===== src/rtl/design04_pkg.sv =====
// Shared types and constants for the design04 transaction driver.
package design04_pkg;

  typedef enum logic [2:0] {
    IDLE,
    ISSUE,
    WAIT_RES,
    CHECK,
    NEXT,
    DONE
  } state_t;

  localparam int unsigned WIDTH_DEFAULT = 8;

  // Right-shift Galois mask for x^8 + x^6 + x^5 + x^4 + 1.
  localparam logic [7:0] LFSR_TAPS = 8'hB8;

  // An all-zero seed would lock the LFSR, so it is replaced by 1.
  function automatic logic [7:0] seed_fix(input logic [7:0] s);
    return (s == '0) ? 8'h01 : s;
  endfunction

endpackage


===== src/rtl/design04_if.sv =====
// Method-style handshake between the driver (master) and the adder DUT (slave).
interface design04_if
  import design04_pkg::*;
#(
  parameter int unsigned WIDTH = WIDTH_DEFAULT
) ();

  logic [WIDTH-1:0] start_a;
  logic [WIDTH-1:0] start_b;
  logic             EN_start;
  logic             RDY_start;
  logic [WIDTH-1:0] resresult_;
  logic             RDY_result;
  logic             EN_check;
  logic [WIDTH-1:0] chresult_;
  logic             RDY_check;

  modport master (
    output start_a, start_b, EN_start, EN_check,
    input  RDY_start, resresult_, RDY_result, chresult_, RDY_check
  );

  modport slave (
    input  start_a, start_b, EN_start, EN_check,
    output RDY_start, resresult_, RDY_result, chresult_, RDY_check
  );

endinterface


===== src/rtl/design04_lfsr8.sv =====
// 8-bit Galois LFSR operand generator with synchronous load and step.
module lfsr8
  import design04_pkg::*;
#(
  parameter logic [7:0] SEED = 8'hA5
) (
  input  logic       clk,
  input  logic       rst,
  input  logic       load,
  input  logic       step,
  output logic [7:0] value
);

  localparam logic [7:0] INIT = seed_fix(SEED);

  always_ff @(posedge clk) begin
    if (rst || load) begin
      value <= INIT;
    end else if (step) begin
      value <= value[0] ? ((value >> 1) ^ LFSR_TAPS) : (value >> 1);
    end
  end

endmodule


===== src/rtl/design04_driver.sv =====
// Self-checking stimulus driver: issues LFSR operand pairs to an adder DUT,
// verifies both result and check methods, and tallies pass/fail per run.
module design04_driver
  import design04_pkg::*;
#(
  parameter int unsigned WIDTH   = WIDTH_DEFAULT,
  parameter int unsigned NUM_TXN = 16,
  parameter logic [7:0]  SEED    = 8'hA5,
  parameter int unsigned TIMEOUT = 255
) (
  input  logic       CLK,
  input  logic       RST,
  input  logic       go,
  output logic       busy,
  output logic       done,
  output logic [7:0] pass_count,
  output logic [7:0] fail_count,
  output logic       timeout,
  design04_if.master dut
);

  state_t state, state_n;

  logic [7:0]       lfsr;
  logic [7:0]       txn_idx;
  logic [7:0]       wait_cnt;
  logic [WIDTH-1:0] a_r, b_r, exp_r, res_r;
  logic [WIDTH-1:0] op_a, op_b;
  logic             res_ok;
  logic             waiting, wait_last, last_txn;
  logic             en_start, en_check;
  logic             lfsr_load, lfsr_step;
  logic             clr_run, latch_op, cap_res, pass_inc, fail_inc, set_to;

  lfsr8 #(.SEED(SEED)) u_lfsr (
    .clk   (CLK),
    .rst   (RST),
    .load  (lfsr_load),
    .step  (lfsr_step),
    .value (lfsr)
  );

  assign op_a      = WIDTH'(lfsr);
  assign op_b      = WIDTH'({lfsr[3:0], lfsr[7:4]});
  assign waiting   = (state == ISSUE) || (state == WAIT_RES) || (state == CHECK);
  assign wait_last = (32'(wait_cnt) + 32'd1 >= TIMEOUT);
  assign last_txn  = (txn_idx == 8'(NUM_TXN - 1));

  // Operands track the LFSR live while issuing, then hold the latched pair.
  assign dut.start_a  = (state == ISSUE) ? op_a : a_r;
  assign dut.start_b  = (state == ISSUE) ? op_b : b_r;
  assign dut.EN_start = en_start;
  assign dut.EN_check = en_check;

  assign busy = (state != IDLE) && (state != DONE);
  assign done = (state == DONE);

  always_ff @(posedge CLK) begin
    if (RST) state <= IDLE;
    else     state <= state_n;
  end

  always_comb begin
    state_n   = state;
    en_start  = 1'b0;
    en_check  = 1'b0;
    lfsr_load = 1'b0;
    lfsr_step = 1'b0;
    clr_run   = 1'b0;
    latch_op  = 1'b0;
    cap_res   = 1'b0;
    pass_inc  = 1'b0;
    fail_inc  = 1'b0;
    set_to    = 1'b0;
    unique case (state)
      IDLE, DONE: begin
        if (go) begin
          clr_run   = 1'b1;
          lfsr_load = 1'b1;
          state_n   = ISSUE;
        end
      end
      ISSUE: begin
        if (dut.RDY_start) begin
          en_start = 1'b1;
          latch_op = 1'b1;
          state_n  = WAIT_RES;
        end else if (wait_last) begin
          set_to   = 1'b1;
          fail_inc = 1'b1;
          state_n  = NEXT;
        end
      end
      WAIT_RES: begin
        if (dut.RDY_result) begin
          cap_res = 1'b1;
          state_n = CHECK;
        end else if (wait_last) begin
          set_to   = 1'b1;
          fail_inc = 1'b1;
          state_n  = NEXT;
        end
      end
      CHECK: begin
        if (dut.RDY_check) begin
          en_check = 1'b1;
          if (res_ok && (dut.chresult_ == res_r)) pass_inc = 1'b1;
          else                                    fail_inc = 1'b1;
          state_n = NEXT;
        end else if (wait_last) begin
          set_to   = 1'b1;
          fail_inc = 1'b1;
          state_n  = NEXT;
        end
      end
      NEXT: begin
        lfsr_step = 1'b1;
        state_n   = last_txn ? DONE : ISSUE;
      end
      default: state_n = IDLE;
    endcase
  end

  always_ff @(posedge CLK) begin
    if (RST || !waiting || (state_n != state)) wait_cnt <= '0;
    else                                       wait_cnt <= wait_cnt + 8'd1;
  end

  always_ff @(posedge CLK) begin
    if (RST) begin
      pass_count <= '0;
      fail_count <= '0;
      timeout    <= 1'b0;
      txn_idx    <= '0;
      a_r        <= '0;
      b_r        <= '0;
      exp_r      <= '0;
      res_r      <= '0;
      res_ok     <= 1'b0;
    end else begin
      if (clr_run) begin
        pass_count <= '0;
        fail_count <= '0;
        timeout    <= 1'b0;
        txn_idx    <= '0;
      end
      if (latch_op) begin
        a_r   <= op_a;
        b_r   <= op_b;
        exp_r <= op_a + op_b;
      end
      if (cap_res) begin
        res_r  <= dut.resresult_;
        res_ok <= (dut.resresult_ == exp_r);
      end
      if (pass_inc) pass_count <= pass_count + 8'd1;
      if (fail_inc && (fail_count != '1)) fail_count <= fail_count + 8'd1;
      if (set_to) timeout <= 1'b1;
      if (lfsr_step) txn_idx <= txn_idx + 8'd1;
    end
  end

endmodule


===== src/flat_wrapper.sv =====
// flat-port wrapper written by rule: the top's interface ports become plain ports
module design04_driver_flat import design04_pkg::*;
#(
  parameter int unsigned WIDTH   = WIDTH_DEFAULT,
  parameter int unsigned NUM_TXN = 16,
  parameter logic [7:0]  SEED    = 8'hA5,
  parameter int unsigned TIMEOUT = 255
)
  (CLK, RST, go, busy, done, pass_count, fail_count, timeout, dut_start_a, dut_start_b, dut_EN_start, dut_EN_check, dut_RDY_start, dut_resresult_, dut_RDY_result, dut_chresult_, dut_RDY_check);
  design04_if #(.WIDTH(WIDTH)) dut_i ();
  input  logic CLK;
  input  logic RST;
  input  logic go;
  output logic busy;
  output logic done;
  output logic [7:0] pass_count;
  output logic [7:0] fail_count;
  output logic timeout;
  output wire logic [$bits(dut_i.start_a)-1:0] dut_start_a;
  output wire logic [$bits(dut_i.start_b)-1:0] dut_start_b;
  output wire logic [$bits(dut_i.EN_start)-1:0] dut_EN_start;
  output wire logic [$bits(dut_i.EN_check)-1:0] dut_EN_check;
  input wire logic [$bits(dut_i.RDY_start)-1:0] dut_RDY_start;
  input wire logic [$bits(dut_i.resresult_)-1:0] dut_resresult_;
  input wire logic [$bits(dut_i.RDY_result)-1:0] dut_RDY_result;
  input wire logic [$bits(dut_i.chresult_)-1:0] dut_chresult_;
  input wire logic [$bits(dut_i.RDY_check)-1:0] dut_RDY_check;
  assign dut_start_a = dut_i.start_a;
  assign dut_start_b = dut_i.start_b;
  assign dut_EN_start = dut_i.EN_start;
  assign dut_EN_check = dut_i.EN_check;
  assign dut_i.RDY_start = dut_RDY_start;
  assign dut_i.resresult_ = dut_resresult_;
  assign dut_i.RDY_result = dut_RDY_result;
  assign dut_i.chresult_ = dut_chresult_;
  assign dut_i.RDY_check = dut_RDY_check;
  design04_driver #(.WIDTH(WIDTH), .NUM_TXN(NUM_TXN), .SEED(SEED), .TIMEOUT(TIMEOUT)) u_core (.CLK(CLK), .RST(RST), .go(go), .busy(busy), .done(done), .pass_count(pass_count), .fail_count(fail_count), .timeout(timeout), .dut(dut_i));
endmodule

===== config.mk =====
export PLATFORM = sky130hd
export DESIGN_NAME = design04_driver_flat
export DESIGN_NICKNAME = d
export VERILOG_FILES = /design/src/rtl/design04_pkg.sv /design/src/rtl/design04_if.sv /design/src/rtl/design04_lfsr8.sv /design/src/rtl/design04_driver.sv /design/src/flat_wrapper.sv
export SDC_FILE = /design/constraint.sdc
export NUM_CORES = 1
export LEC_CHECK = 0
export BUFFER_PORTS_ARGS = -buffer_cell sky130_fd_sc_hd__buf_4
export CAP_MARGIN = 20
export CORE_UTILIZATION = 35
export CTS_CLUSTER_DIAMETER = 50
export DETAILED_ROUTE_END_ITERATION = 6
export GPL_TIMING_DRIVEN = 0
export SLEW_MARGIN = 40
export SYNTH_ARGS = -nofsm -noshare
export SYNTH_HDL_FRONTEND = slang
export SYNTH_SLANG_ARGS = --single-unit

===== constraint.sdc =====
create_clock -name CLK -period 3.45 [get_ports CLK]
set_input_delay 0.1725 -clock CLK [delete_from_list [all_inputs] [get_ports CLK]]
set_output_delay 0.1725 -clock CLK [all_outputs]
set_load 0.005 [all_outputs]

==> summary.md, run 1 <==
| Metric | Value |
|---|---|
| Setup crit start kind | `register` |
| Total wire length | `8560 um` |
| NetSw | `roughly 0.00039 W` |
| Drt drc | `0` |
| Maximum clock rate | `373 MHz` |
| Comb pwr share | `10.1%` |
| GPL Wtd Cong | `roughly 0.82` |
| Slowest stage delay, CP | `0.47 ns` |
| Top area cells in the synthesized netlist | `dfxtp_1, nand2_1, a21oi_1` |
| DIE AREA | `roughly 11000 um2` |
| CTS root buf | `clkbuf_8` |
| Setup TNS Final | `0 ns` |
| P per Cell Area | `355 nW/um2` |
| DP Cell Count | `635` |
| CTS sink cnt | `just under 70` |
| Clock skew | `0.0110 ns` |
| Status | `complete, no violations` |
| Gr ovfl total | `0` |
| Tot GR Track Use | `roughly 17%` |
| Crit path launch | `u_core.state[2]$_SDFF_PP0_` |
| Syn Nets | `476` |
| Clk network pwr share | `38.0%` |
| Crit. End Element | `primary output` |
| Final hold violation count | `0` |
| FP Rows | `36` |
| P&R area growth vs syn | `21.7%` |
| DIE HEIGHT | `104 um` |
| Hold_buf cts | `0` |
| DR pass1 iterations | `4` |
| Slew @ Worst Pin | `slightly below 0.6 ns` |
| Routed Antenna Nets | `0` |
| Initial antenna violation count | `0` |
| CP required | `3.28 ns` |
| Hold path startpoint | `dut_resresult_[5]` |
| CTS Buf Count | `9` |
| Unrepaired setup endpoints after global routing | `no` |
| Htree depth | `3` |
| Die Wd | `approximately 100 um` |
| CTS tree | `yes` |
| Library cells used by synthesis | `57` |
| Routed len/inst | `13.1 um` |
| Asr flop ratio synth | `0%` |
| Leakage | `1.82 nW` |
| Vias in the first global route | `just over 3k` |
| Post-synth EDFFs | `0` |
| CP max FO | `10` |
| DR vias | `3234` |
| Nets | `545` |
| Cell taking the most area after synthesis | `dfxtp_1` |
| CP arrival | `2.51 ns` |
| Largest net degree at the start of global routing | `12` |
| Rel. slew slack | `61.4%` |
| Fin cells | `around 650` |
| Clock buffer depth | `2` |
| Reg area | `1380 um2` |
| Slew Viols, Final | `0` |
| HP Class | `input pin to register` |
| Fin crit period | `2.68 ns` |
| Final setup viols | `0` |
| CP max stage cell | `clkbuf_1` |
| Fraction of layout cells with a size suffix above 1 | `20.5%` |
| Fill cell count | `~1k` |
| Seq pwr share | `51.9%` |
| Crit share post-route | `77.6%` |
| Post-CTS Resized | `0` |
| Cells after synthesis | `~440` |
| Sw Ratio | `24.7%` |
| Starting DRT DRC Count | `115` |
| Via density | `4.97` |
| Seq/Total Area, Yosys | `38.0%` |
| Worst-path cell chain | `clkbuf_1 > nor3_4 > nand2_1 > clkinv_1 > buf_4 > buf_4` |
| Synth warn | `0` |
| Int Pwr | `0.00118 W` |
| Post-synthesis register bit count | `69` |
| Core area | `9910 um2` |
| Initial core utilization | `between 30% and 40%` |
| Share of the synthesized area in the top cell type | `about two fifths` |
| Top_reg_cell synth | `dfxtp_1` |
| Kind of critical path | `register to primary output` |
| Syn_area_per_cell | `8.18 um2` |
| First-pass GRT wire length | `14500 um` |
| Buffers on Ports | `slightly below 60` |
| ANT cells | `0` |
| Reg2Reg Launch Point | `u_core.state[2]$_SDFF_PP0_` |
| Setup repair bufs after CTS | `0` |
| Mapped cell area | `3630 um2` |
| Most frequent CP cell | `buf_4` |
| Worst skew pair latency | `0.34 ns` |
| Clk pin slew, worst setup/hold paths | `~0.07 ns` |
| Area of the multi-input gates | `2060 um2` |
| DP HPWL | `6380 um` |
| IO Pins | `59` |
| # Max-Cap Violations | `0` |
| Peak VDD IR | `approximately 0.19 mV` |
-- area by class of cell --
class / count / area share (%)
multi-input combinational: 335 / 46.6
sequential: 69 / 31.2
timing repair buffer: 58 / 9.85
tap: 133 / 3.76
clock buffer: 12 / 3.51
buffer: 26 / 3.34
inverter: 14 / 1.19
clock inverter: 4 / 0.509
-- critical path: cells and delay by family, from the launching register on --
kind,cells,cell delay [ns]
flip-flops,1,0.45
AND/OR/NAND/NOR,2,0.52
buffers and inverters,4,1.19
-- flip-flops by register name, indices dropped and copies added (netlist names) --
register,cells
u_core.res_r,8
u_core.state,3
u_core.pass_count,8
u_core.exp_r,8
u_core.txn_idx,8
u_core.wait_cnt,8
u_core.b_r,7
u_core.u_lfsr.value,8
u_core.a_r,1
u_core.timeout,1
u_core.res_ok,1
u_core.fail_count,8
-- logic make-up (layout without fill, tap and decap cells) --
kind of cell / Yosys count / in the layout / synth area share [%]
AOI/OAI and AO/OA: 90 / 90 / 15.7
DFF: 69 / 69 / 38.0
muxes: 8 / 8 / 2.48
and+or+nand+nor: 192 / 192 / 26.2
buffers and inverters: 40 / 114 / 5.51
xor gates and xnor gates: 35 / 35 / 8.44
adders and majority gates: 10 / 10 / 3.65
-- metal layers --
layer | track usage [%] | wire (um) | part of all wire (%)
met5 | 0 | 0 | 0
met4 | 5.00 | 116 | 1.4
met3 | 3.88 | 340 | 4.0
met2 | 28.9 | 4150 | 48
met1 | 20.3 | 3950 | 46
-- per-stage QoR --
stage                     total power, W  utilization [%]  setup slack [ns]  hold slack (ns)  area [um2]
after floorplan                 0.000922                -              1.46            0.281        3630
after global placement          0.000990             42.7              1.17            0.440        4240
after detailed placement        0.000991             42.7              1.16            0.448        4240
after CTS                        0.00159             44.5             0.776           0.0793        4410
after global routing             0.00165             44.6             0.520           0.0752        4420
final                            0.00157             44.6             0.771           0.0929        4420
-- cells in the final DEF (no fill, tap or decap), drive strengths merged, types with 3 or more instances in the layout --
cell and count:
nor3 4, nand3 23, nand2 76, a221o 3, a31oi 4, o21ai 12, and2 4, dfxtp 69
inv 13, nor2b 7, or2 3, mux2 8, nand2b 6, xor2 24, or3b 5, a211oi 4
ha 9, clkinv 4, clkbuf 26, o211ai 3, nor4 8, a21o 3, nor2 39, or3 4
a21oi 47, buf 70, and3 5, xnor2 11
-- synthesized netlist by cell type (2+ instances only) --
cell      count
or3_1         4
clkbuf_1     14
or3b_1        3
nand2b_1      6
a31oi_1       4
xnor2_1      11
and2_1        2
or2_1         2
a311oi_1      2
buf_6         2
o22ai_1       2
dfxtp_1      69
mux2_2        8
or3b_2        2
ha_1          9
nand4b_1      2
xor2_1       24
nor2_1       39
nor4_1        8
o21ai_0      12
and3_1        5
buf_4         9
nor2b_4       2
a211oi_1      4
a21o_1        3
nand2_1      76
o211ai_1      3
inv_1        12
a21oi_1      47
nand3_1      23
a221o_1       3
nor3_1        3
nor2b_1       5
-- power groups by stage --
stage | logic, W | registers (W) | clock network (W)
final | 0.000158 | 0.000813 | 0.000596
after global routing | 0.000175 | 0.000814 | 0.000657
after CTS | 0.000160 | 0.000813 | 0.000618
after detailed placement | 0.000159 | 0.000832 | 0
after global placement | 0.000158 | 0.000832 | 0
after floorplan | 0.0000916 | 0.000830 | 0
-- path summary, 6_finish.rpt --
check	slack, ns	endpoint	cells past startpoint
hold / removal	0.09	u_core.res_r[5]$_SDFFE_PP0P_	3
hold reg to reg	0.46	u_core.b_r[4]$_SDFFE_PP0P_	2
setup / recovery	0.77	dut_EN_start	6
setup reg to reg	1.16	u_core.exp_r[0]$_SDFFE_PP0P_	7
Power figures use the tool's default switching activity.
==> inputs of run 2 (changes only) <==
==> constraint.sdc (replaced) <==
create_clock -name CLK -period 2.5 [get_ports CLK]
set_input_delay 0.125 -clock CLK [delete_from_list [all_inputs] [get_ports CLK]]
set_output_delay 0.125 -clock CLK [all_outputs]
set_load 0.005 [all_outputs]
==> summary.md, run 2 (synthesized netlist as in run 1, its figures left out) <==
| Metric | Value |
|---|---|
| CTS tree | `yes` |
| Initial antenna violation count | `0 (unchanged)` |
| IO Pins | `59 (unchanged)` |
| Via density | `4.95 (-0.37%)` |
| Status | `complete, no violations` |
| FP Rows | `36 (unchanged)` |
| DR vias | `3227 (-0.22%)` |
| Slew @ Worst Pin | `0.567 ns (-0.0125 ns)` |
| Setup TNS Final | `0 ns (unchanged)` |
| DR pass1 iterations | `4 (unchanged)` |
| CP max FO | `10 (unchanged)` |
| Most common cell after layout, fill and taps aside | `nand2_1` |
| DIE HEIGHT | `104 um (unchanged)` |
| Kind of critical path | `register to primary output` |
| Fin crit period | `approximately 2.2 ns` |
| HP Class | `input pin to register` |
| Seq pwr share | `51.8% (about the same)` |
| CTS root buf | `clkbuf_8` |
| P per Cell Area | `489 nW/um2 (+38%)` |
| Hold_buf cts | `0 (unchanged)` |
| Routed len/inst | `13.1 um (-0.18%)` |
| Die Wd | `104 um (unchanged)` |
| Slew Viols, Final | `0 (unchanged)` |
| Largest net degree at the start of global routing | `12 (unchanged)` |
| Worst skew pair latency | `0.34 ns (about the same)` |
| P&R area growth vs syn | `22.0%` |
| Peak VDD IR | `0.262 mV (+38%)` |
| Core area | `9910 um2 (unchanged)` |
| CP required | `2.38 ns (-0.90 ns)` |
| Gr ovfl total | `0 (unchanged)` |
| Initial core utilization | `36.7% (unchanged)` |
| CP arrival | `2.10 ns (-0.41 ns)` |
| Int Pwr | `0.00163 W (+38%)` |
| ANT cells | `0 (unchanged)` |
| Leakage | `1.83 nW (+0.50%)` |
| Final hold violation count | `0 (unchanged)` |
| Sw Ratio | `24.7% (-0.056 points)` |
| Clock buffer depth | `2 (unchanged)` |
| DP HPWL | `6380 um (unchanged)` |
| Vias in the first global route | `3079 (unchanged)` |
| Rel. slew slack | `62.2% (+0.84 points)` |
| Drt drc | `0 (unchanged)` |
| CTS Buf Count | `9 (unchanged)` |
| Clock skew | `0.0104 ns (-0.000545 ns)` |
| Clk network pwr share | `37.9% (about the same)` |
| Nets | `546 (+0.18%)` |
| GPL Wtd Cong | `0.818 (unchanged)` |
| Clk pin slew, worst setup/hold paths | `0.07 ns (about the same)` |
| Crit. End Element | `primary output` |
| Total wire length | `8560 um (about the same)` |
| Starting DRT DRC Count | `123 (+7.0%)` |
| Buffers on Ports | `58 (unchanged)` |
| # Max-Cap Violations | `0 (unchanged)` |
| Tot GR Track Use | `16.6% (unchanged)` |
| First-pass GRT wire length | `14500 um (unchanged)` |
| Crit share post-route | `between 80% and 90%` |
| Maximum clock rate | `449 MHz` |
| Final setup viols | `0 (unchanged)` |
| Routed Antenna Nets | `0 (unchanged)` |
| NetSw | `0.000534 W (+38%)` |
| Fraction of layout cells with a size suffix above 1 | `21.0% (+0.54 points)` |
| Setup crit start kind | `register` |
| Unrepaired setup endpoints after global routing | `no` |
| Post-layout util | `44.7% (+0.11 points)` |
| Htree depth | `3 (unchanged)` |
| Most frequent cells in the layout | `nand2_1, dfxtp_1, buf_4, a21oi_1, nor2_1` |
| CTS sink cnt | `69 (unchanged)` |
| Comb pwr share | `10.2% (about the same)` |
| DIE AREA | `10800 um2 (unchanged)` |
[run 2: final timing paths]
check | endpoint | cells after the start | slack (ns) | startpoint
worst max-delay path | dut_EN_start | 7 | 0.28 | u_core.state[1]$_SDFF_PP0_
worst min-delay path | u_core.res_r[2]$_SDFFE_PP0P_ | 3 | 0.05 | dut_resresult_[2]
worst max register to register | u_core.fail_count[4]$_SDFFE_PP0P_ | 5 | 0.28 | u_core.wait_cnt[0]$_SDFF_PP0_
worst min register to register | u_core.b_r[4]$_SDFFE_PP0P_ | 2 | 0.46 | u_core.b_r[4]$_SDFFE_PP0P_
[run 2: timing repair]
| item | in CTS | in global routing |
|---|---|---|
| pin swaps | 0 | 1 |
| gates resized for setup | 1 | 2 |
| buffers inserted | 0 | 1 |
| setup endpoints to repair | 1 | 1 |
[run 2: metal layers]
| metal | track usage (%) | wire length [um] |
|---|---|---|
| met3 | 3.88 | 287 |
| met2 | 28.9 | 4140 |
| met4 | 5.00 | 116 |
| met1 | 20.3 | 4010 |
| met5 | 0 | 0 |
[run 2: layout make-up]
class,count,area [um2]
Inverter,14,52.6
Clock buffer,12,155
Buffer,26,149
Timing Repair Buffer,59,443
Clock inverter,4,22.5
Fill cell,1013,5480
Sequential cell,69,1380
Tap cell,133,166
Multi-Input combinational cell,335,2060
[run 2: power groups by stage]
stage / Clock (W) / Sequential, W / Combinational (W)
3_5_place_dp: 0 / 0.00115 / 0.000220
4_1_cts: 0.000853 / 0.00112 / 0.000222
6_report: 0.000821 / 0.00112 / 0.000222
3_3_place_gp: 0 / 0.00115 / 0.000218
5_1_grt: 0.000906 / 0.00112 / 0.000245
2_1_floorplan: 0 / 0.00115 / 0.000126
[run 2: stage by stage]
step	setup slack, ns	instance area [um2]	instances	total power [W]	hold slack, ns
global route	0.0485	4430	652	0.00227	0.0277
finish	0.275	4430	652	0.00217	0.0471
detailed placement	0.242	4240	635	0.00137	0.400
global placement	0.260	4240	635	0.00137	0.393
CTS	0.0147	4420	651	0.00220	0.0318
floorplan	0.514	3630	444	0.00127	0.234
[run 2: worst max-delay path: stages (launching register included)]
cell and delay, ns:
dfxtp_1 0.31, clkbuf_1 0.25, buf_2 0.28, nor3_4 0.06
nand2_2 0.20, clkinv_1 0.27, buf_4 0.26, buf_4 0.14
